### config.mk
export PLATFORM = sky130hd
export DESIGN_NAME = pic_rd_yuv444
export DESIGN_NICKNAME = d
export VERILOG_FILES = /design/src/rtl/pic_pkg.sv /design/src/rtl/pic_rd_yuv444.sv
export SDC_FILE = /design/constraint.sdc
export NUM_CORES = 1
export LEC_CHECK = 0
export BUFFER_PORTS_ARGS = -buffer_cell sky130_fd_sc_hd__buf_2
export CAP_MARGIN = 20
export CELL_PAD_IN_SITES_DETAIL_PLACEMENT = 2
export CELL_PAD_IN_SITES_GLOBAL_PLACEMENT = 2
export CORE_MARGIN = 2
export CORE_UTILIZATION = 32
export CTS_CLUSTER_DIAMETER = 40
export DETAILED_ROUTE_END_ITERATION = 10
export PLACE_DENSITY_LB_ADDON = 0.1
export SKIP_CTS_REPAIR_TIMING = 1
export SLEW_MARGIN = 25
export SYNTH_ARGS = -nofsm -noshare
export SYNTH_HDL_FRONTEND = slang
export SYNTH_SLANG_ARGS = --single-unit
### constraint.sdc
create_clock -name clk_in -period 2.5 [get_ports clk_in]
set_input_delay 0.625 -clock clk_in [delete_from_list [all_inputs] [get_ports clk_in]]
set_output_delay 0.625 -clock clk_in [all_outputs]
set_load 0.005 [all_outputs]
### src/rtl/pic_pkg.sv
// Picture geometry, 16-bit word lane layout and readback FSM states.
// Shared by the write-side packer and the readback engine.
package pic_pkg;

   localparam int PIC_W      = 320;
   localparam int PIC_H      = 175;
   localparam int PIC_PIXELS = PIC_W * PIC_H;

   localparam int Y_HI = 15;
   localparam int Y_LO = 8;
   localparam int C_HI = 7;
   localparam int C_LO = 0;

   // Even word carries Cb, odd word carries Cr.
   localparam bit CB_ON_EVEN = 1'b1;

   typedef enum logic [2:0] {
      IDLE,
      ISSUE_E,
      ISSUE_O,
      WAIT,
      EMIT_E,
      EMIT_O
   } rd_state_t;

endpackage

### src/rtl/pic_rd_yuv444.sv
// Picture RAM readback: rebuilds YUV444 pixels from packed YUV422 words
// and streams them out over a valid/ready handshake.
module pic_rd_yuv444
   import pic_pkg::*;
#(
   parameter int PIC_W  = pic_pkg::PIC_W,
   parameter int PIC_H  = pic_pkg::PIC_H,
   parameter int ADDR_W = 16,
   parameter int RD_LAT = 1
) (
   input  logic              clk_in,
   input  logic              reset_n,
   input  logic              start,
   input  logic [ADDR_W-1:0] start_addr,
   input  logic [ADDR_W-1:0] len,
   input  logic              abort,
   output logic              busy,
   output logic              done,
   output logic              err,
   output logic              ram_en,
   output logic [ADDR_W-1:0] ram_addr,
   input  logic [15:0]       ram_dout,
   output logic              pix_valid,
   input  logic              pix_ready,
   output logic [23:0]       pix_data,
   output logic              pix_last
);

   localparam logic [ADDR_W:0] NPIX = (ADDR_W+1)'(PIC_W * PIC_H);

   rd_state_t         st, st_n;
   logic [ADDR_W-1:0] base, rem, addr_q;
   logic [ADDR_W:0]   end_addr;
   logic [1:0]        wcnt;
   logic [1:0]        ev_pipe, od_pipe;
   logic              odd_first;
   logic              accept, reject, hs, ev_cap, od_cap, rem_one;
   logic [7:0]        y_e, y_o, cb, cr;

   assign end_addr  = {1'b0, start_addr} + {1'b0, len};
   assign busy      = (st != IDLE);
   assign accept    = start && !busy && (len != '0) && (end_addr <= NPIX);
   assign reject    = start && !busy && !accept;
   assign pix_valid = (st == EMIT_E) || (st == EMIT_O);
   assign hs        = pix_valid && pix_ready;
   assign rem_one   = (rem == ADDR_W'(1));
   assign pix_last  = pix_valid && rem_one;
   assign ram_en    = (st == ISSUE_E) || (st == ISSUE_O);
   assign ev_cap    = (RD_LAT == 2) ? ev_pipe[1] : ev_pipe[0];
   assign od_cap    = (RD_LAT == 2) ? od_pipe[1] : od_pipe[0];

   // Address mux: holds the last issued address while the RAM is idle.
   always_comb begin
      ram_addr = addr_q;
      if (st == ISSUE_E)
         ram_addr = base;
      else if (st == ISSUE_O)
         ram_addr = {base[ADDR_W-1:1], 1'b1};
   end

   // Pixel rebuild: both pixels of a pair share the stored Cb/Cr.
   always_comb begin
      pix_data = '0;
      if (st == EMIT_E)
         pix_data = {y_e, cb, cr};
      else if (st == EMIT_O)
         pix_data = {y_o, cb, cr};
   end

   // Next-state logic; abort overrides everything outside IDLE.
   always_comb begin
      st_n = st;
      unique case (st)
         IDLE:    if (accept) st_n = ISSUE_E;
         ISSUE_E: st_n = ISSUE_O;
         ISSUE_O: st_n = WAIT;
         WAIT:
            if (wcnt == 2'(RD_LAT - 1))
               st_n = odd_first ? EMIT_O : EMIT_E;
         EMIT_E:  if (hs) st_n = rem_one ? IDLE : EMIT_O;
         EMIT_O:  if (hs) st_n = rem_one ? IDLE : ISSUE_E;
         default: st_n = IDLE;
      endcase
      if (abort && (st != IDLE))
         st_n = IDLE;
   end

   // State register.
   always_ff @(posedge clk_in or negedge reset_n) begin
      if (!reset_n)
         st <= IDLE;
      else
         st <= st_n;
   end

   // Burst bookkeeping: pair base, remaining count and status pulses.
   always_ff @(posedge clk_in or negedge reset_n) begin
      if (!reset_n) begin
         base      <= '0;
         rem       <= '0;
         addr_q    <= '0;
         wcnt      <= '0;
         odd_first <= 1'b0;
         done      <= 1'b0;
         err       <= 1'b0;
      end else begin
         done   <= 1'b0;
         err    <= reject;
         addr_q <= ram_addr;
         wcnt   <= (st == WAIT) ? wcnt + 2'd1 : 2'd0;
         if (accept) begin
            base      <= {start_addr[ADDR_W-1:1], 1'b0};
            rem       <= len;
            odd_first <= start_addr[0];
         end
         if ((st == WAIT) && (st_n != WAIT))
            odd_first <= 1'b0;
         if (hs && !abort) begin
            rem <= rem - ADDR_W'(1);
            if (rem_one)
               done <= 1'b1;
            else if (st == EMIT_O)
               base <= base + ADDR_W'(2);
         end
      end
   end

   // Read-return tracking and pair capture.
   always_ff @(posedge clk_in or negedge reset_n) begin
      if (!reset_n) begin
         ev_pipe <= '0;
         od_pipe <= '0;
         y_e     <= '0;
         y_o     <= '0;
         cb      <= '0;
         cr      <= '0;
      end else begin
         ev_pipe <= {ev_pipe[0], st == ISSUE_E};
         od_pipe <= {od_pipe[0], st == ISSUE_O};
         if (ev_cap) begin
            y_e <= ram_dout[Y_HI:Y_LO];
            if (CB_ON_EVEN) cb <= ram_dout[C_HI:C_LO];
            else            cr <= ram_dout[C_HI:C_LO];
         end
         if (od_cap) begin
            y_o <= ram_dout[Y_HI:Y_LO];
            if (CB_ON_EVEN) cr <= ram_dout[C_HI:C_LO];
            else            cb <= ram_dout[C_HI:C_LO];
         end
      end
   end

endmodule

**Word level (Yosys, flattened, before mapping)**

Cells that the tools add are included.
W data, S select, Z words.

- Flip-flop bits (word level): 90
- Bits of input ports: 53
- Output and inout bits: 46
- Logic and storage cells: 70

- $add $sub $neg: 4
- Order comparisons: 1
- Eq/ne operators: 7
- Multiplexer cells: 24
- Reduce and logical (&&, ||, !) cells: 20

Operators by type and width:

| kind | number |
|---|---|
| $mux W16 | 8 |
| $mux W24 | 2 |
| $mux W3 | 6 |
| $pmux W3 S6 | 1 |
| $add A16 B16 Y17 | 1 |
| $le A17 B16 Y1 const B | 1 |
| $add A16 B2 Y16 const B | 1 |
| $eq A16 B1 Y1 const B | 1 |
| $reduce_bool A16 Y1 | 1 |
| $sub A16 B1 Y16 const B | 1 |
| $logic_and A1 B1 Y1 | 9 |
| $eq A3 B2 Y1 const B | 2 |
| $eq A3 B3 Y1 const B | 2 |
| $mux W1 | 6 |
| $reduce_bool A2 Y1 | 2 |
| $eq A3 B1 Y1 const B | 1 |
| $logic_not A1 Y1 | 3 |
| $logic_not A3 Y1 | 1 |
| $ne A3 B2 Y1 const B | 1 |
| $reduce_bool A3 Y1 | 1 |
| $add A2 B1 Y2 const B | 1 |
| $logic_not A2 Y1 | 1 |
| $logic_or A1 B1 Y1 | 2 |
| $mux W2 | 1 |

**Depth between registers and ports, before layout**

- Depth after elaboration: 11
- Depth in mapped cells: 12
- Mapped depth without buffers: 11

**Least setup slack after synthesis**

OpenSTA, ideal clock, no wires.

- Path type: input-to-reg
- Start point: input start_addr[0]
- End point: register rem[4]
- Arrival: 3.379 ns
- Required time: 2.374 ns
- Setup slack: -1.005 ns
- Cell stages on the path: 12
- Path buffers: 1
- Cells stage by stage: ha_1 -> fa_1 -> a211oi_4 -> o21ai_2 -> a31oi_1 -> xor2_1 -> or3b_1 -> a311oi_2 -> o21a_2 -> buf_6 -> o22ai_1 -> a221o_1

- Word-level cells in the longest chain between the ends: 4

Ends and longest elaborated chain:

| element | line | RTL |
|---|---|---|
| from (decl) | pic_rd_yuv444.sv:14 | `input logic [ADDR_W-1:0] start_addr,` |
| $add A16 B16 Y17 | pic_rd_yuv444.sv:40 | `assign end_addr = {1'b0, start_addr} + {1'b0, len};` |
| $le A17 B16 Y1 | pic_rd_yuv444.sv:42 | `assign accept = start && !busy && (len != '0) && (end_addr <= NPIX);` |
| $logic_and A1 B1 Y1 | pic_rd_yuv444.sv:42 |  |
| $reduce_bool A2 Y1 (no source line) | -- |  |
| to (signal assigned) | pic_rd_yuv444.sv:113 | `rem <= len;` |
| to (signal assigned) | pic_rd_yuv444.sv:119 | `rem <= rem - ADDR_W'(1);` |
| to (decl) | pic_rd_yuv444.sv:32 | `logic [ADDR_W-1:0] base, rem, addr_q;` |

No other way between the ends.
A chain may end at the register's enable or synchronous reset.

**Final worst setup path**

- Start point: input len[0]
- End point: register rem[15]

- Word-level cells in the longest chain between the ends: 4
- Elaborated cells between the ends (all ways): 6
- Classes of those cells: add/sub (1); order compare (1); reduce/logical (4)

Ends and longest elaborated chain:

| element | line | RTL |
|---|---|---|
| from (decl) | pic_rd_yuv444.sv:15 | `input logic [ADDR_W-1:0] len,` |
| $add A16 B16 Y17 or $reduce_bool A16 Y1 (tied branches) | pic_rd_yuv444.sv:40, pic_rd_yuv444.sv:42 |  |
| $le A17 B16 Y1 or $logic_and A1 B1 Y1 (tied branches) | pic_rd_yuv444.sv:42 |  |
| $logic_and A1 B1 Y1 * | pic_rd_yuv444.sv:42 |  |
| $reduce_bool A2 Y1 (no source line) * | -- |  |

Every way passes the cells marked *; elsewhere a longest branch is shown, timed or not.

==> metrics.md <==
| Metric | Value |
|---|---|
| Largest net degree at the start of global routing | 91 |
| Peak VDD IR | 0.428 mV |
| F_max | 296 MHz |
| Pwr dens | 1000 nW/µm² |
| FFs w/ async S/R, synth | 100% |
| CTS Buffer Depth | 2 |
| Post-route cell area | 8050 µm² |
| Root Buffer | clkbuf_16 |
| Synth unique cells | 73 |
| Violated checks | setup timing |
| HP Class | in -> async |
| 1st-iter DRT viols | 196 |
| Vias/cell | 5.37 |
| Final wirelength | 21300 µm |
| Main synth FF type | dfrtp_1 |
| Cells after synthesis | 552 |
| Worst EP required | 2.73 ns |
| Vias in the first global route | 5712 |
| Leak | 0.00371 µW |
| Layout cells sized above 1 | 46.1% |
| Initial antenna violation count | 0 |
| Top Ports | 99 |
| Total track usage | 22.0% |
| P&R area growth vs syn | 45.6% |
| Antenna fix cells | 0 |
| Final worst slack | -0.877 ns |
| Kind of critical path | in -> reg |
| Slew Viols, Final | 0 |
| CP Cell Sequence | buf_6, ha_4, fa_2, a211oi_4, o21ai_2, a31oi_1, xor2_1, or3b_4, a311oi_4, o21a_4, buf_12, nor2_4, a221o_1 |
| RD Place Congestion | 0.842 |
| # rows | 48 |
| Final design utilization | 47.0% |
| Die H | 135 µm |
| RSZ-0062 raised after global routing | yes |
| Share of the synthesized area in the top cell type | 40.7% |
| Cts bufs inserted | 9 |
| Worst EP arrival | 3.61 ns |
| Yosys warning total | 0 |
| Mapped Area | 5530 µm² |
| Sequential-to-total area share from yosys stat | 40.7% |
| Area leader, netlist | dfrtp_1 |
| Design Power | 8050 µW |
| Die width | 135 µm |
| Number of H-tree levels | 3 |
| Post-DRT Antenna Nets | 0 |
| Port Buffers | 98 |
| Die area | 18400 µm² |
| Max FO, Critical Path | 8 |
| Skew-Pair Late Insertion Delay | 0.36 ns |
| Grt ovf | 0 |
| Vias after detailed routing | 5356 |
| DRC | 0 |
| CTS tree | done |
| First-pass GRT wire length | 31300 µm |
| Relative slew slack | 47.2% |
| Post-synth EDFFs | 0 |
| Drt pass-1 iters | 4 |
| Clock skew | 0.0125 ns |
| Actual slew at the worst max-slew pin | 0.792 ns |
| Status | complete, but fails checks |
| Fin crit share | 135% |
| Yosys reg bits | 90 |
| Initial Utilization | 32.3% |
| Setup Viol. Count Final | 51 |
| CP max stage delay | 0.42 ns |
| Mean Syn Cell Area | 10.0 µm² |
| Final #Nets | 842 |
| Post-DR wirelength/cell | 21.4 µm |
| Pre-CTS setup slack | -1.26 ns |
| Core area | 17100 µm² |
| Max cap viols | 0 |
| Clock sink count | 90 |
| Final Hold Viols | 0 |
| Post-DP HPWL | 15200 µm |
| Placed cell area | 7150 µm² |
| Post-synthesis net count | 626 |
| Final worst path period need | 3.38 ns |
| Clock slew at reported path FFs | 0.07 ns |
| Crit path max-delay cell type | fa_2 |
| Largest cells by area after synthesis | dfrtp_1, mux2_2, ha_1 |
| Worst setup SP type | primary input |
| CP Capture Type | register |
==> sequential cells by signal, indices dropped and copies added, names as in the netlist <==
signal / count
cr: 8
cb: 8
y_e: 8
odd_first: 1
od_pipe: 1
wcnt: 2
rem: 16
err: 1
st: 3
addr_q: 16
y_o: 8
done: 1
ev_pipe: 1
base: 16
==> placed cells by master, fill, tap and decap left out, drive strengths merged, types with 4 or more instances in the layout <==
| master | n |
|---|---|
| a211oi | 5 |
| a21o | 10 |
| a21oi | 13 |
| a221o | 8 |
| a311oi | 5 |
| a31oi | 9 |
| and2 | 20 |
| and3 | 11 |
| and4 | 5 |
| buf | 232 |
| clkbuf | 13 |
| dfrtp | 90 |
| ha | 20 |
| inv | 19 |
| mux2 | 48 |
| mux2i | 9 |
| nand2 | 29 |
| nand3 | 15 |
| nand4 | 5 |
| nor2 | 47 |
| nor3 | 13 |
| nor3b | 5 |
| nor4 | 9 |
| o211ai | 12 |
| o21ai | 28 |
| o221a | 11 |
| o22ai | 4 |
| o31ai | 4 |
| or2 | 4 |
| or3 | 7 |
| xnor2 | 7 |
| xor2 | 8 |
==> report_power, final <==
group          switching (µW)  leakage (µW)  total [µW]  internal [µW]
sequential                653       0.00107        2780           2130
combinational            1610       0.00248        3820           2220
clock                     614      0.000152        1450            834
==> worst max-delay path: cells and delay by family <==
kind                       cells  cell delay [ns]
xor gates and xnor gates       1             0.23
buffers and inverters          2             0.23
adders and majority gates      2             0.58
AOI/OAI and AO/OA              6             1.47
and+or+nand+nor                2             0.49
==> cells by family (layout without fill, tap and decap cells) <==
kind of cell	Yosys count	after routing	synth area share [%]
buffers and inverters	47	268	3.57
DFF	90	90	40.7
muxes	57	57	11.4
adders and majority gates	21	21	4.89
AOI/OAI and AO/OA	138	138	19.4
xor gates and xnor gates	15	15	2.38
and+or+nand+nor	184	184	17.6
==> metrics by stage <==
| stage | std cells | hold WS (ns) | setup TNS, ns |
|---|---|---|---|
| detailed placement | 964 | 0.438 | -41.60 |
| CTS | 980 | 0.343 | -35.58 |
| finish | 998 | 0.302 | -30.43 |
| floorplan | 552 | 0.329 | -26.12 |
| global route | 998 | 0.342 | -35.84 |
| global placement | 964 | 0.423 | -37.92 |
==> synth_stat cells, drive strengths merged, types with 12 or more instances <==
cell type  number
a21oi          13
nand2          29
and2           20
nor2           47
o211ai         12
clkbuf         19
nand3          15
nor3           13
inv            18
ha             20
dfrtp          90
mux2           48
o21ai          28
==> path summary, 6_finish.rpt <==
kind,startpoint,to,slack (ns),depth (start not counted)
min reg2reg,cr[7],cr[7],0.50,1
max,len[0],rem[15],-0.88,13
min,reset_n,base[12],0.30,2
max in group asynchronous,reset_n,rem[9],1.77,2
min in group clk_in,abort,st[2],0.50,2
max reg2reg,rem[4],base[9],-0.12,9
==> routing by layer <==
metal,up-vias,part of all wire [%],global-route usage (%)
met5,-,0,0
met3,17,2.9,3.59
met2,100,53,39.0
li1,2512,-,-
met4,0,1.9,6.83
met1,2727,42,27.5
==> layout make-up <==
cell class | instances | area [µm²]
Timing Repair Buffer | 234 | 1740
Fill cell | 1796 | 9060
Inverter | 18 | 70.1
Multi-Input combinational cell | 415 | 3390
Tap cell | 225 | 282
Sequential cell | 90 | 2250
Clock inverter | 5 | 60.1
Clock buffer | 11 | 253
(Power assumes the default switching activity.)
